**config.mk**
```make
export PLATFORM = sky130hd
export DESIGN_NAME = img_mem_arbiter_flat
export DESIGN_NICKNAME = d
export VERILOG_FILES = /design/src/rtl/img_mem_pkg.sv /design/src/rtl/img_mem_arbiter_if.sv /design/src/rtl/img_arb_starve_cnt.sv /design/src/rtl/img_mem_arbiter.sv /design/src/flat_wrapper.sv
export SDC_FILE = /design/constraint.sdc
export NUM_CORES = 1
export LEC_CHECK = 0
export ABC_AREA = 1
export CAP_MARGIN = 20
export CORE_UTILIZATION = 30
export CTS_CLUSTER_SIZE = 25
export DETAILED_ROUTE_END_ITERATION = 10
export PLACE_DENSITY = 0.69
export SYNTH_ARGS = -nofsm -noshare
export SYNTH_HDL_FRONTEND = slang
export SYNTH_SLANG_ARGS = --single-unit
export TNS_END_PERCENT = 50
```
**constraint.sdc**
```tcl
create_clock -name CLK -period 1.5 [get_ports CLK]
set_input_delay 0.375 -clock CLK [delete_from_list [all_inputs] [get_ports CLK]]
set_output_delay 0.375 -clock CLK [all_outputs]
set_load 0.02 [all_outputs]
```
**src/rtl/img_mem_pkg.sv**
```systemverilog
// img_mem_pkg
// Shared definitions for the image memory arbiter.
// Contents:
//   DEF_ADDR_W / DEF_DATA_W / DEF_MAX_WAIT : default parameter values
//   tag_e                                  : tag carried with each issued access
//   wait_cnt_w()                           : width of a counter that reaches max_wait
package img_mem_pkg;

  localparam int DEF_ADDR_W   = 19;
  localparam int DEF_DATA_W   = 8;
  localparam int DEF_MAX_WAIT = 1024;

  // Identifies who expects the read data of an access in flight.
  // Host writes carry NONE because they return nothing.
  typedef enum logic [1:0] {
    NONE    = 2'd0,
    DISP    = 2'd1,
    HOST_RD = 2'd2
  } tag_e;

  function automatic int wait_cnt_w(input int max_wait);
    return $clog2(max_wait + 1);
  endfunction

endpackage

```
**src/rtl/img_mem_arbiter_if.sv**
```systemverilog
// img_mem_arbiter_if
// Bundles the display, host and memory buses of the arbiter.
// Modports:
//   slave  : arbiter view (requests and MEM_RDATA in, results and MEM_* out)
//   master : requester/memory view (the opposite directions)
// Signals:
//   DISP_REQ/DISP_ADDR -> DISP_DATA/DISP_VALID          display read port
//   HOST_REQ/WE/ADDR/WDATA -> HOST_ACK/RVALID/RDATA     host access port
//   HOST_STARVED                                        host waited MAX_WAIT cycles
//   MEM_ADDR/MEM_WDATA/MEM_WE -> MEM_RDATA              single-port RAM, 1-cycle read
interface img_mem_arbiter_if
  import img_mem_pkg::*;
#(
  parameter int ADDR_W = DEF_ADDR_W,
  parameter int DATA_W = DEF_DATA_W
);

  logic              DISP_REQ;
  logic [ADDR_W-1:0] DISP_ADDR;
  logic [DATA_W-1:0] DISP_DATA;
  logic              DISP_VALID;

  logic              HOST_REQ;
  logic              HOST_WE;
  logic [ADDR_W-1:0] HOST_ADDR;
  logic [DATA_W-1:0] HOST_WDATA;
  logic              HOST_ACK;
  logic              HOST_RVALID;
  logic [DATA_W-1:0] HOST_RDATA;
  logic              HOST_STARVED;

  logic [ADDR_W-1:0] MEM_ADDR;
  logic [DATA_W-1:0] MEM_WDATA;
  logic              MEM_WE;
  logic [DATA_W-1:0] MEM_RDATA;

  modport slave (
    input  DISP_REQ, DISP_ADDR, HOST_REQ, HOST_WE, HOST_ADDR, HOST_WDATA, MEM_RDATA,
    output DISP_DATA, DISP_VALID, HOST_ACK, HOST_RVALID, HOST_RDATA, HOST_STARVED,
           MEM_ADDR, MEM_WDATA, MEM_WE
  );

  modport master (
    output DISP_REQ, DISP_ADDR, HOST_REQ, HOST_WE, HOST_ADDR, HOST_WDATA, MEM_RDATA,
    input  DISP_DATA, DISP_VALID, HOST_ACK, HOST_RVALID, HOST_RDATA, HOST_STARVED,
           MEM_ADDR, MEM_WDATA, MEM_WE
  );

endinterface

```
**src/rtl/img_arb_starve_cnt.sv**
```systemverilog
// img_arb_starve_cnt
// Counts the cycles a host request waits without being granted and flags
// starvation once the count reaches MAX_WAIT.
// Ports:
//   clk, rst_n   : clock, asynchronous active-low reset
//   host_req     : host request level
//   host_gnt     : host granted on this edge
//   host_ack     : acknowledge cycle of the previous grant
//   host_starved : count has saturated at MAX_WAIT
module img_arb_starve_cnt
  import img_mem_pkg::*;
#(
  parameter int MAX_WAIT = DEF_MAX_WAIT
) (
  input  logic clk,
  input  logic rst_n,
  input  logic host_req,
  input  logic host_gnt,
  input  logic host_ack,
  output logic host_starved
);

  localparam int              CNT_W   = wait_cnt_w(MAX_WAIT);
  localparam logic [CNT_W-1:0] CNT_MAX = CNT_W'(MAX_WAIT);

  logic [CNT_W-1:0] wait_cnt_q;
  logic [CNT_W-1:0] wait_cnt_d;

  // The acknowledge cycle still sees the old request held high; it has been
  // served, so it neither counts nor keeps the count alive.
  always_comb begin
    wait_cnt_d = wait_cnt_q;
    if (!host_req || host_gnt || host_ack) begin
      wait_cnt_d = '0;
    end else if (wait_cnt_q != CNT_MAX) begin
      wait_cnt_d = wait_cnt_q + CNT_W'(1);
    end
  end

  always_ff @(posedge clk or negedge rst_n) begin
    if (!rst_n) begin
      wait_cnt_q <= '0;
    end else begin
      wait_cnt_q <= wait_cnt_d;
    end
  end

  assign host_starved = (wait_cnt_q == CNT_MAX);

endmodule

```
**src/rtl/img_mem_arbiter.sv**
```systemverilog
// img_mem_arbiter
// Shares one single-port image RAM between a display read stream (fixed
// priority, full throughput) and a host read/write port.
// Ports:
//   CLK, RST_n     : clock, asynchronous active-low reset
//   bus (slave)    : display, host and memory buses (see img_mem_arbiter_if)
//   STAT_DISP_CNT  : granted display accesses   (IMG_ARB_STATS_EN only)
//   STAT_HOST_CNT  : granted host accesses      (IMG_ARB_STATS_EN only)
// Build option: define IMG_ARB_STATS_EN to add the access statistics counters.
module img_mem_arbiter
  import img_mem_pkg::*;
#(
  parameter int ADDR_W   = DEF_ADDR_W,
  parameter int DATA_W   = DEF_DATA_W,
  parameter int MAX_WAIT = DEF_MAX_WAIT
) (
  input  logic                CLK,
  input  logic                RST_n,
`ifdef IMG_ARB_STATS_EN
  output logic [31:0]         STAT_DISP_CNT,
  output logic [31:0]         STAT_HOST_CNT,
`endif
  img_mem_arbiter_if.slave    bus
);

  logic              disp_gnt;
  logic              host_gnt;
  logic              host_starved;

  tag_e              tag1_q, tag1_d;
  tag_e              tag2_q, tag2_d;
  logic [ADDR_W-1:0] mem_addr_q, mem_addr_d;
  logic [DATA_W-1:0] mem_wdata_q, mem_wdata_d;
  logic              mem_we_q, mem_we_d;
  logic              host_ack_q, host_ack_d;
  logic              disp_valid_q, disp_valid_d;
  logic [DATA_W-1:0] disp_data_q, disp_data_d;
  logic              host_rvalid_q, host_rvalid_d;
  logic [DATA_W-1:0] host_rdata_q, host_rdata_d;

  // Display always wins. The host request seen during its own acknowledge
  // cycle is the one just served, so it is not granted a second time.
  always_comb begin
    disp_gnt = bus.DISP_REQ;
    host_gnt = bus.HOST_REQ && !bus.DISP_REQ && !host_ack_q;
  end

  // Tag stage 1 lines up with the registered MEM_* signals, stage 2 with
  // MEM_RDATA; the result registers then produce the valid strobes.
  always_comb begin
    mem_addr_d    = mem_addr_q;
    mem_wdata_d   = mem_wdata_q;
    mem_we_d      = 1'b0;
    host_ack_d    = host_gnt;
    tag1_d        = NONE;
    if (disp_gnt) begin
      mem_addr_d = bus.DISP_ADDR;
      tag1_d     = DISP;
    end else if (host_gnt) begin
      mem_addr_d  = bus.HOST_ADDR;
      mem_wdata_d = bus.HOST_WDATA;
      mem_we_d    = bus.HOST_WE;
      tag1_d      = bus.HOST_WE ? NONE : HOST_RD;
    end
    tag2_d        = tag1_q;
    disp_valid_d  = (tag2_q == DISP);
    host_rvalid_d = (tag2_q == HOST_RD);
    disp_data_d   = disp_valid_d  ? bus.MEM_RDATA : disp_data_q;
    host_rdata_d  = host_rvalid_d ? bus.MEM_RDATA : host_rdata_q;
  end

  always_ff @(posedge CLK or negedge RST_n) begin
    if (!RST_n) begin
      tag1_q        <= NONE;
      tag2_q        <= NONE;
      mem_addr_q    <= '0;
      mem_wdata_q   <= '0;
      mem_we_q      <= 1'b0;
      host_ack_q    <= 1'b0;
      disp_valid_q  <= 1'b0;
      disp_data_q   <= '0;
      host_rvalid_q <= 1'b0;
      host_rdata_q  <= '0;
    end else begin
      tag1_q        <= tag1_d;
      tag2_q        <= tag2_d;
      mem_addr_q    <= mem_addr_d;
      mem_wdata_q   <= mem_wdata_d;
      mem_we_q      <= mem_we_d;
      host_ack_q    <= host_ack_d;
      disp_valid_q  <= disp_valid_d;
      disp_data_q   <= disp_data_d;
      host_rvalid_q <= host_rvalid_d;
      host_rdata_q  <= host_rdata_d;
    end
  end

  img_arb_starve_cnt #(
    .MAX_WAIT (MAX_WAIT)
  ) u_starve_cnt (
    .clk          (CLK),
    .rst_n        (RST_n),
    .host_req     (bus.HOST_REQ),
    .host_gnt     (host_gnt),
    .host_ack     (host_ack_q),
    .host_starved (host_starved)
  );

  assign bus.MEM_ADDR     = mem_addr_q;
  assign bus.MEM_WDATA    = mem_wdata_q;
  assign bus.MEM_WE       = mem_we_q;
  assign bus.HOST_ACK     = host_ack_q;
  assign bus.DISP_VALID   = disp_valid_q;
  assign bus.DISP_DATA    = disp_data_q;
  assign bus.HOST_RVALID  = host_rvalid_q;
  assign bus.HOST_RDATA   = host_rdata_q;
  assign bus.HOST_STARVED = host_starved;

`ifdef IMG_ARB_STATS_EN
  logic [31:0] stat_disp_cnt_q, stat_disp_cnt_d;
  logic [31:0] stat_host_cnt_q, stat_host_cnt_d;

  // Granted-access counters; they wrap naturally at 2^32.
  always_comb begin
    stat_disp_cnt_d = stat_disp_cnt_q + 32'(disp_gnt);
    stat_host_cnt_d = stat_host_cnt_q + 32'(host_gnt);
  end

  always_ff @(posedge CLK or negedge RST_n) begin
    if (!RST_n) begin
      stat_disp_cnt_q <= '0;
      stat_host_cnt_q <= '0;
    end else begin
      stat_disp_cnt_q <= stat_disp_cnt_d;
      stat_host_cnt_q <= stat_host_cnt_d;
    end
  end

  assign STAT_DISP_CNT = stat_disp_cnt_q;
  assign STAT_HOST_CNT = stat_host_cnt_q;
`else
  // Default build carries no statistics logic.
`endif

endmodule

```
**src/flat_wrapper.sv**
```systemverilog
// flat-port wrapper written by rule: the top's interface ports become plain ports
module img_mem_arbiter_flat import img_mem_pkg::*;
#(
  parameter int ADDR_W   = DEF_ADDR_W,
  parameter int DATA_W   = DEF_DATA_W,
  parameter int MAX_WAIT = DEF_MAX_WAIT
)
  (CLK, RST_n, bus_DISP_REQ, bus_DISP_ADDR, bus_HOST_REQ, bus_HOST_WE, bus_HOST_ADDR, bus_HOST_WDATA, bus_MEM_RDATA, bus_DISP_DATA, bus_DISP_VALID, bus_HOST_ACK, bus_HOST_RVALID, bus_HOST_RDATA, bus_HOST_STARVED, bus_MEM_ADDR, bus_MEM_WDATA, bus_MEM_WE);
  img_mem_arbiter_if #(.ADDR_W(ADDR_W), .DATA_W(DATA_W)) bus_i ();
  input  logic CLK;
  input  logic RST_n;
  input wire logic [$bits(bus_i.DISP_REQ)-1:0] bus_DISP_REQ;
  input wire logic [$bits(bus_i.DISP_ADDR)-1:0] bus_DISP_ADDR;
  input wire logic [$bits(bus_i.HOST_REQ)-1:0] bus_HOST_REQ;
  input wire logic [$bits(bus_i.HOST_WE)-1:0] bus_HOST_WE;
  input wire logic [$bits(bus_i.HOST_ADDR)-1:0] bus_HOST_ADDR;
  input wire logic [$bits(bus_i.HOST_WDATA)-1:0] bus_HOST_WDATA;
  input wire logic [$bits(bus_i.MEM_RDATA)-1:0] bus_MEM_RDATA;
  output wire logic [$bits(bus_i.DISP_DATA)-1:0] bus_DISP_DATA;
  output wire logic [$bits(bus_i.DISP_VALID)-1:0] bus_DISP_VALID;
  output wire logic [$bits(bus_i.HOST_ACK)-1:0] bus_HOST_ACK;
  output wire logic [$bits(bus_i.HOST_RVALID)-1:0] bus_HOST_RVALID;
  output wire logic [$bits(bus_i.HOST_RDATA)-1:0] bus_HOST_RDATA;
  output wire logic [$bits(bus_i.HOST_STARVED)-1:0] bus_HOST_STARVED;
  output wire logic [$bits(bus_i.MEM_ADDR)-1:0] bus_MEM_ADDR;
  output wire logic [$bits(bus_i.MEM_WDATA)-1:0] bus_MEM_WDATA;
  output wire logic [$bits(bus_i.MEM_WE)-1:0] bus_MEM_WE;
  assign bus_i.DISP_REQ = bus_DISP_REQ;
  assign bus_i.DISP_ADDR = bus_DISP_ADDR;
  assign bus_i.HOST_REQ = bus_HOST_REQ;
  assign bus_i.HOST_WE = bus_HOST_WE;
  assign bus_i.HOST_ADDR = bus_HOST_ADDR;
  assign bus_i.HOST_WDATA = bus_HOST_WDATA;
  assign bus_i.MEM_RDATA = bus_MEM_RDATA;
  assign bus_DISP_DATA = bus_i.DISP_DATA;
  assign bus_DISP_VALID = bus_i.DISP_VALID;
  assign bus_HOST_ACK = bus_i.HOST_ACK;
  assign bus_HOST_RVALID = bus_i.HOST_RVALID;
  assign bus_HOST_RDATA = bus_i.HOST_RDATA;
  assign bus_HOST_STARVED = bus_i.HOST_STARVED;
  assign bus_MEM_ADDR = bus_i.MEM_ADDR;
  assign bus_MEM_WDATA = bus_i.MEM_WDATA;
  assign bus_MEM_WE = bus_i.MEM_WE;
  img_mem_arbiter #(.ADDR_W(ADDR_W), .DATA_W(DATA_W), .MAX_WAIT(MAX_WAIT)) u_core (.CLK(CLK), .RST_n(RST_n), .bus(bus_i));
endmodule
```
==> impl_metrics.py, run 1 <==
metrics = {
    "synth": {
        "ys_seq_area_share_pct": 58.5,
        "synth_fp_nets": 370,
        "synth_compound_area_share_pct": 8.82,
        "postSynthAreaPerCell_sq_um": 8.58,
        "synth.distinct_cells": 21,
        "ys_ff_latch": 62,
        "synthesis.area_sq_um": 2650,
        "synthAdderAreaFrac_pct": 0.944,
        "synthSimpleGateAreaFrac_pct": 24.6,
        "synthCells": 309,
        "yosysWarnings": 0,
        "synth_top_family_by_area": "simple AND/OR/NAND/NOR gates",
        "yosys-mux-area-fraction_pct": 0,
        "synthXorXnorAreaFrac_pct": 0.661,
    },
    "place": {
        "gp_congestion": 0.758,
        "io_buffers": 106,
        "preCtsSetupSlack_ps": -431,
        "dp_hpwl_um": 4680,
    },
    "routing": {
        "drc": 0,
        "vias": 2472,
        "drt_pre_antenna_iters": 4,
        "ant_nets": 0,
        "avgViaCountPerCell": 4.55,
        "drt_iter0_markers": 103,
        "routedWlPerCell_um": 11.9,
        "wl_um": 6440,
    },
    "grt": {
        "grt_pass1_vias": 2486,
        "grtUsageTotal_pct": 15.5,
        "globalRoute.totalOverflow": 0,
        "grt_pass1_wl_um": 11000,
        "grt_max_degree": 63,
        "antenna_found_initial": 0,
    },
    "flow_run": {
        "drv_cap": 0,
    },
    "cts": {
        "root_buffer": "clkbuf_8",
        "clock_latency_ps": 330,
        "cts_tree": "done",
        "clk_pin_slew_ps": 80,
        "cts_max_path_buffers": 2,
        "cts_buffers": 9,
        "clkSinkCount": 62,
        "postCtsHoldBufs": 0,
        "h-tree-depth": 3,
    },
    "sta": {
        "max_freq_mhz": 574,
        "worst_pin_slew_ps": 477,
        "timing.final.crit_share_pct": 116,
        "finalSetupViolCount": 1,
        "finalHoldViolations": 0,
        "finalCriticalPeriod_ps": 1740,
        "grt_setup_unrepaired": "true",
        "relSlewSlack_pct": 68.1,
        "fin_ws_ps": -242,
        "fin_skew_ps": 5.04,
        "drv_slew": 0,
    },
    "cells_and_area": {
        "nFillCells": 798,
        "drive_gt1_share_pct": 11.2,
        "utilization_pct": 49.3,
        "syn2layout_area_growth_pct": 55.8,
        "diodes": 0,
        "fin_nets": 494,
    },
    "worst_setup_path": {
        "cpPeakStageDelay_ps": 380,
        "r2r_start": "u_core.u_starve_cnt.wait_cnt_q[0]",
        "crit_arrival_ps": 1370,
        "required_ps": 1120,
        "critPathLaunchType": "register",
        "criticalPathCategory": "register to output port",
        "crit_chain": "or2_2, nor2_1, nand2_1, inv_2, buf_6",
        "crit_fanout": 2,
        "worstSetupStartpoint": "u_core.u_starve_cnt.wait_cnt_q[7]",
        "slowest_stage": "dfrtp_1",
        "end_kind": "output port",
    },
    "run_status": {
        "status": "finished with violations",
        "violations": "negative setup slack",
    },
    "die": {
        "die_y_um": 96.0,
        "die_w_um": 96.0,
        "dieArea_sq_um": 9220,
        "core_sq_um": 8380,
        "pin_count": 107,
        "initial_core_util_pct": 31.6,
        "row_count": 33,
    },
    "pwr": {
        "leakagePower_nw": 2.02,
        "ir_drop_mv": 0.484,
        "power_density_nw_per_um2": 1090,
    },
    "min_path": {
        "hp-class": "primary input to async pin",
    },
}
==> cell usage in the layout, fill, tap and decap left out, types with 2 or more instances in the layout <==
master and count:
nand2_1 103, dfrtp_1 62, clkdlybuf4s50_1 57, dlygate4sd2_1 47, nor2_1 40, inv_1 23
a31oi_1 19, buf_4 17, o21ai_0 16, clkbuf_8 9, nand3_1 8, a21oi_1 5
inv_2 3, nand4_1 3, inv_6 3, nand3_2 2, o21ai_1 2, xor2_1 2
bufinv_16 2, clkinv_4 2, buf_12 2
==> cell type report <==
class	count	area, sq um	share of cell area [%]
well taps	105	131	3.18
multi-input cells	208	952	23.1
inverters	27	101	2.45
repair buffers	125	1170	28.2
clock buffers	9	124	3.00
flip-flops and latches	62	1550	37.6
clock inverters	7	104	2.51
==> logic make-up (layout without fill, tap and decap cells) <==
family / count (synthesis) / in the layout
AND/OR/NAND/NOR: 162 / 162
flip-flops: 62 / 62
AO/OA/AOI/OAI: 42 / 42
buffers and inverters: 39 / 168
adder cells (fa/ha/maj): 2 / 2
XOR/XNOR: 2 / 2
==> synthesized netlist by cell type, drive strengths merged <==
cell	n	area, sq um
or2	1	6.26
clkinv	1	3.75
nand4	3	18.8
a31oi	19	119
inv	26	97.6
dfrtp	62	1550
nor2	42	168
nand2	104	390
ha	2	25.0
buf	11	65.1
xor2	2	17.5
o21ai	18	90.1
nand3	10	60.1
clkbuf	1	3.75
a21oi	5	25.0
nor3	2	10.0
==> worst max-delay path: cells and delay by family, from the launching register on <==
family / cells / cell delay [ps]
flip-flops: 1 / 380
buffers and inverters: 2 / 160
AND/OR/NAND/NOR: 3 / 490
==> path summary, 6_finish.rpt <==
kind                                                endpoint  cells after the start  slack (ps)
hold reg to reg                             u_core.tag2_q[1]                      0         350
setup reg to reg           u_core.u_starve_cnt.wait_cnt_q[8]                      8         110
max in group asynchronous            u_core.bus.MEM_ADDR[12]                      2        1190
min in group CLK                            u_core.tag2_q[1]                      0         350
hold / removal                      u_core.bus.HOST_RDATA[0]                      2          50
setup / recovery                            bus_HOST_STARVED                      5        -240
==> where the power goes <==
part	leakage [nW]	total [W]	internal (W)	switching [W]
Combinational	1.13	0.000914	0.000408	0.000506
Clock	0.115	0.00167	0.000958	0.000714
Sequential	0.769	0.00194	0.00185	0.0000880
Total	2.02	0.00452	0.00321	0.00131
==> stage by stage <==
stage	cells	TNS (ps)	power, W	area, sq um	hold slack, ps
final	543	-242	0.00452	4130	47.2
after global routing	543	-356	0.00478	4130	49.1
after CTS	542	-349	0.00459	4100	43.3
after detailed placement	526	-1680	0.00302	3930	339
after global placement	526	-1260	0.00300	3930	334
after floorplan	309	0	0.00241	2650	79.4
==> routing by layer <==
layer,global-route usage [%],routed length [um],up-vias
li1,-,-,1230
met1,18.4,2740,1143
met2,24.9,3150,93
met3,5.92,480,6
met4,6.97,70,0
met5,0,0,-
==> registers in the layout (all words and copies together), names as in the netlist <==
signal / flops
u_core.bus.MEM_ADDR: 19
u_core.u_starve_cnt.wait_cnt_q: 11
u_core.bus.DISP_DATA: 8
u_core.bus.HOST_RDATA: 8
u_core.bus.MEM_WDATA: 8
u_core.tag1_q: 2
u_core.tag2_q: 2
u_core.bus.DISP_VALID: 1
u_core.bus.HOST_ACK: 1
u_core.bus.HOST_RVALID: 1
u_core.bus.MEM_WE: 1
==> timing repair <==
item,CTS,global route
gates cloned,0,0
resized for setup,52,9
setup endpoints to repair,48,1
buffers inserted,0,1
pin swaps,1,1
endpoints found under the hold margin,0,0
No activity file was read; power rests on OpenSTA's default activity.
==> run 2: changes to the inputs <==
SKIP_CTS_REPAIR_TIMING = 1   (was not set)
==> run 2 against run 1 <==
Compared with the run above:
- the flow still finishes with violations (negative setup slack)
- critical path depth up 2
- critical path type unchanged
- sequential power about the same
- global-route usage down 0.12 points
- cell count unchanged
- flip-flop and latch count unchanged
- clock skew about the same
- clock-buffer cell count unchanged
- wire length up 0.61%
==> impl_metrics.py, run 2 (synthesized netlist as in run 1, its figures left out) <==
metrics = {
    "cells_and_area": {
        "drive_gt1_share_pct": 11.2,
        "utilization_pct": 51.4,
        "diodes": 0,
        "final_common_cell": "nand2_1",
        "fin_nets": 494,
        "syn2layout_area_growth_pct": 62.4,
        "largest_reg_flops": 19,
        "design_area_sq_um": 4310,
        "layout_common_cells": "nand2_1 (103), dfrtp_1 (62), clkdlybuf4s50_1 (57)",
    },
    "worst_setup_path": {
        "r2r_cells": 8,
        "required_ps": 1120,
        "r2r-end": "u_core.u_starve_cnt.wait_cnt_q[8]",
        "critPathLaunchType": "register",
        "path_common_cell": "inv_2",
        "worstSetupStartpoint": "u_core.u_starve_cnt.wait_cnt_q[0]",
        "crit_fanout": 2,
        "criticalPathCategory": "register to output port",
        "slowest_stage": "dfrtp_1",
        "crit_arrival_ps": 1370,
        "crit_chain": "inv_2, ha_4, nand2_2, nor3_2, nand2_1, inv_2, buf_6",
        "regToRegSetupSlack_ps": 100,
        "end_kind": "output port",
        "cpPeakStageDelay_ps": 390,
        "r2r_start": "u_core.u_starve_cnt.wait_cnt_q[0]",
    },
    "die": {
        "die_w_um": 96.0,
        "pin_count": 107,
        "dieArea_sq_um": 9220,
        "core_sq_um": 8380,
        "initial_core_util_pct": 31.6,
        "row_count": 33,
        "die_y_um": 96.0,
    },
    "sta": {
        "worst_pin_slew_ps": 485,
        "max_freq_mhz": 575,
        "grt_setup_unrepaired": "true",
        "timing.final.crit_share_pct": 116,
        "fin_skew_ps": 5.45,
        "finalHoldViolations": 0,
        "drv_slew": 0,
        "relSlewSlack_pct": 67.6,
        "finalSetupViolCount": 1,
        "hold_ws_ps": 45.7,
        "finalCriticalPeriod_ps": 1740,
        "fin_ws_ps": -241,
    },
    "routing": {
        "drc": 0,
        "drt_iter0_markers": 96,
        "vias": 2449,
        "wl_um": 6480,
        "drt_pre_antenna_iters": 4,
        "avgViaCountPerCell": 4.51,
        "ant_nets": 0,
        "routedWlPerCell_um": 11.9,
    },
    "place": {
        "preCtsSetupSlack_ps": -431,
        "place_area_sq_um": 3930,
        "gp_congestion": 0.758,
        "dp_hpwl_um": 4680,
        "io_buffers": 106,
    },
    "pwr": {
        "power_density_nw_per_um2": 1070,
        "ir_drop_mv": 0.508,
        "leakagePower_nw": 2.43,
        "finalPower_w": 0.00461,
    },
    "grt": {
        "antenna_found_initial": 0,
        "grt_pass1_wl_um": 10900,
        "globalRoute.totalOverflow": 0,
        "grtUsageTotal_pct": 15.4,
        "grt_max_degree": 63,
        "grt_pass1_vias": 2473,
    },
    "cts": {
        "clock_latency_ps": 330,
        "cts_tree": "done",
        "cts_max_path_buffers": 2,
        "root_buffer": "clkbuf_8",
        "clkSinkCount": 62,
        "h-tree-depth": 3,
        "cts_buffers": 9,
        "clk_pin_slew_ps": 80,
    },
    "run_status": {
        "violations": "negative setup slack",
        "status": "finished with violations",
    },
    "flow_run": {
        "drv_cap": 0,
    },
    "min_path": {
        "hp-class": "primary input to async pin",
    },
}
[run 2: cell types whose count changed in the layout (fill, tap and decap cells not counted), sizes merged]
cell / change
dlygate4sd2: -47
dlymetal6s2s: +47
[run 2: area by class of cell]
type,count,area [sq um]
flip-flops and latches,62,1550
clock buffers,9,124
clock inverters,7,104
inverters,27,101
fillers,763,4080
repair buffers,125,1340
multi-input cells,208,952
well taps,105,131
[run 2: worst max path at each step]
| stage | endpoint | slack (ps) |
|---|---|---|
| after floorplan | bus_HOST_STARVED | 70 |
| after global placement | bus_HOST_STARVED | -400 |
| after detailed placement | bus_HOST_STARVED | -430 |
| after CTS | bus_HOST_STARVED | -820 |
| after global routing | bus_HOST_STARVED | -360 |
| final | bus_HOST_STARVED | -240 |
[run 2: routing by layer]
| layer | global-route usage [%] | part of all wire [%] | vias up |
|---|---|---|---|
| li1 | - | - | 1231 |
| met1 | 18.4 | 43 | 1132 |
| met2 | 24.5 | 49 | 78 |
| met3 | 6.00 | 7.0 | 8 |
| met4 | 6.97 | 1.4 | 0 |
| met5 | 0 | 0 | - |
[run 2: where the power goes]
group,internal [W],switching [W],total (W)
logic,0.000496,0.000507,0.00100
registers,0.00185,0.0000898,0.00194
clock network,0.000958,0.000716,0.00167
[run 2: critical path: cells and delay by family, from the launching register on]
kind,cells,cell delay (ps)
adder cells (fa/ha/maj),1,140
buffers and inverters,3,240
flip-flops,1,390
AND/OR/NAND/NOR,3,250
[run 2: through the flow]
stage	TNS, ps	instances
after floorplan	0	309
after global placement	-1260	526
after global routing	-359	543
final	-241	543
after detailed placement	-1680	526
after CTS	-10050	542
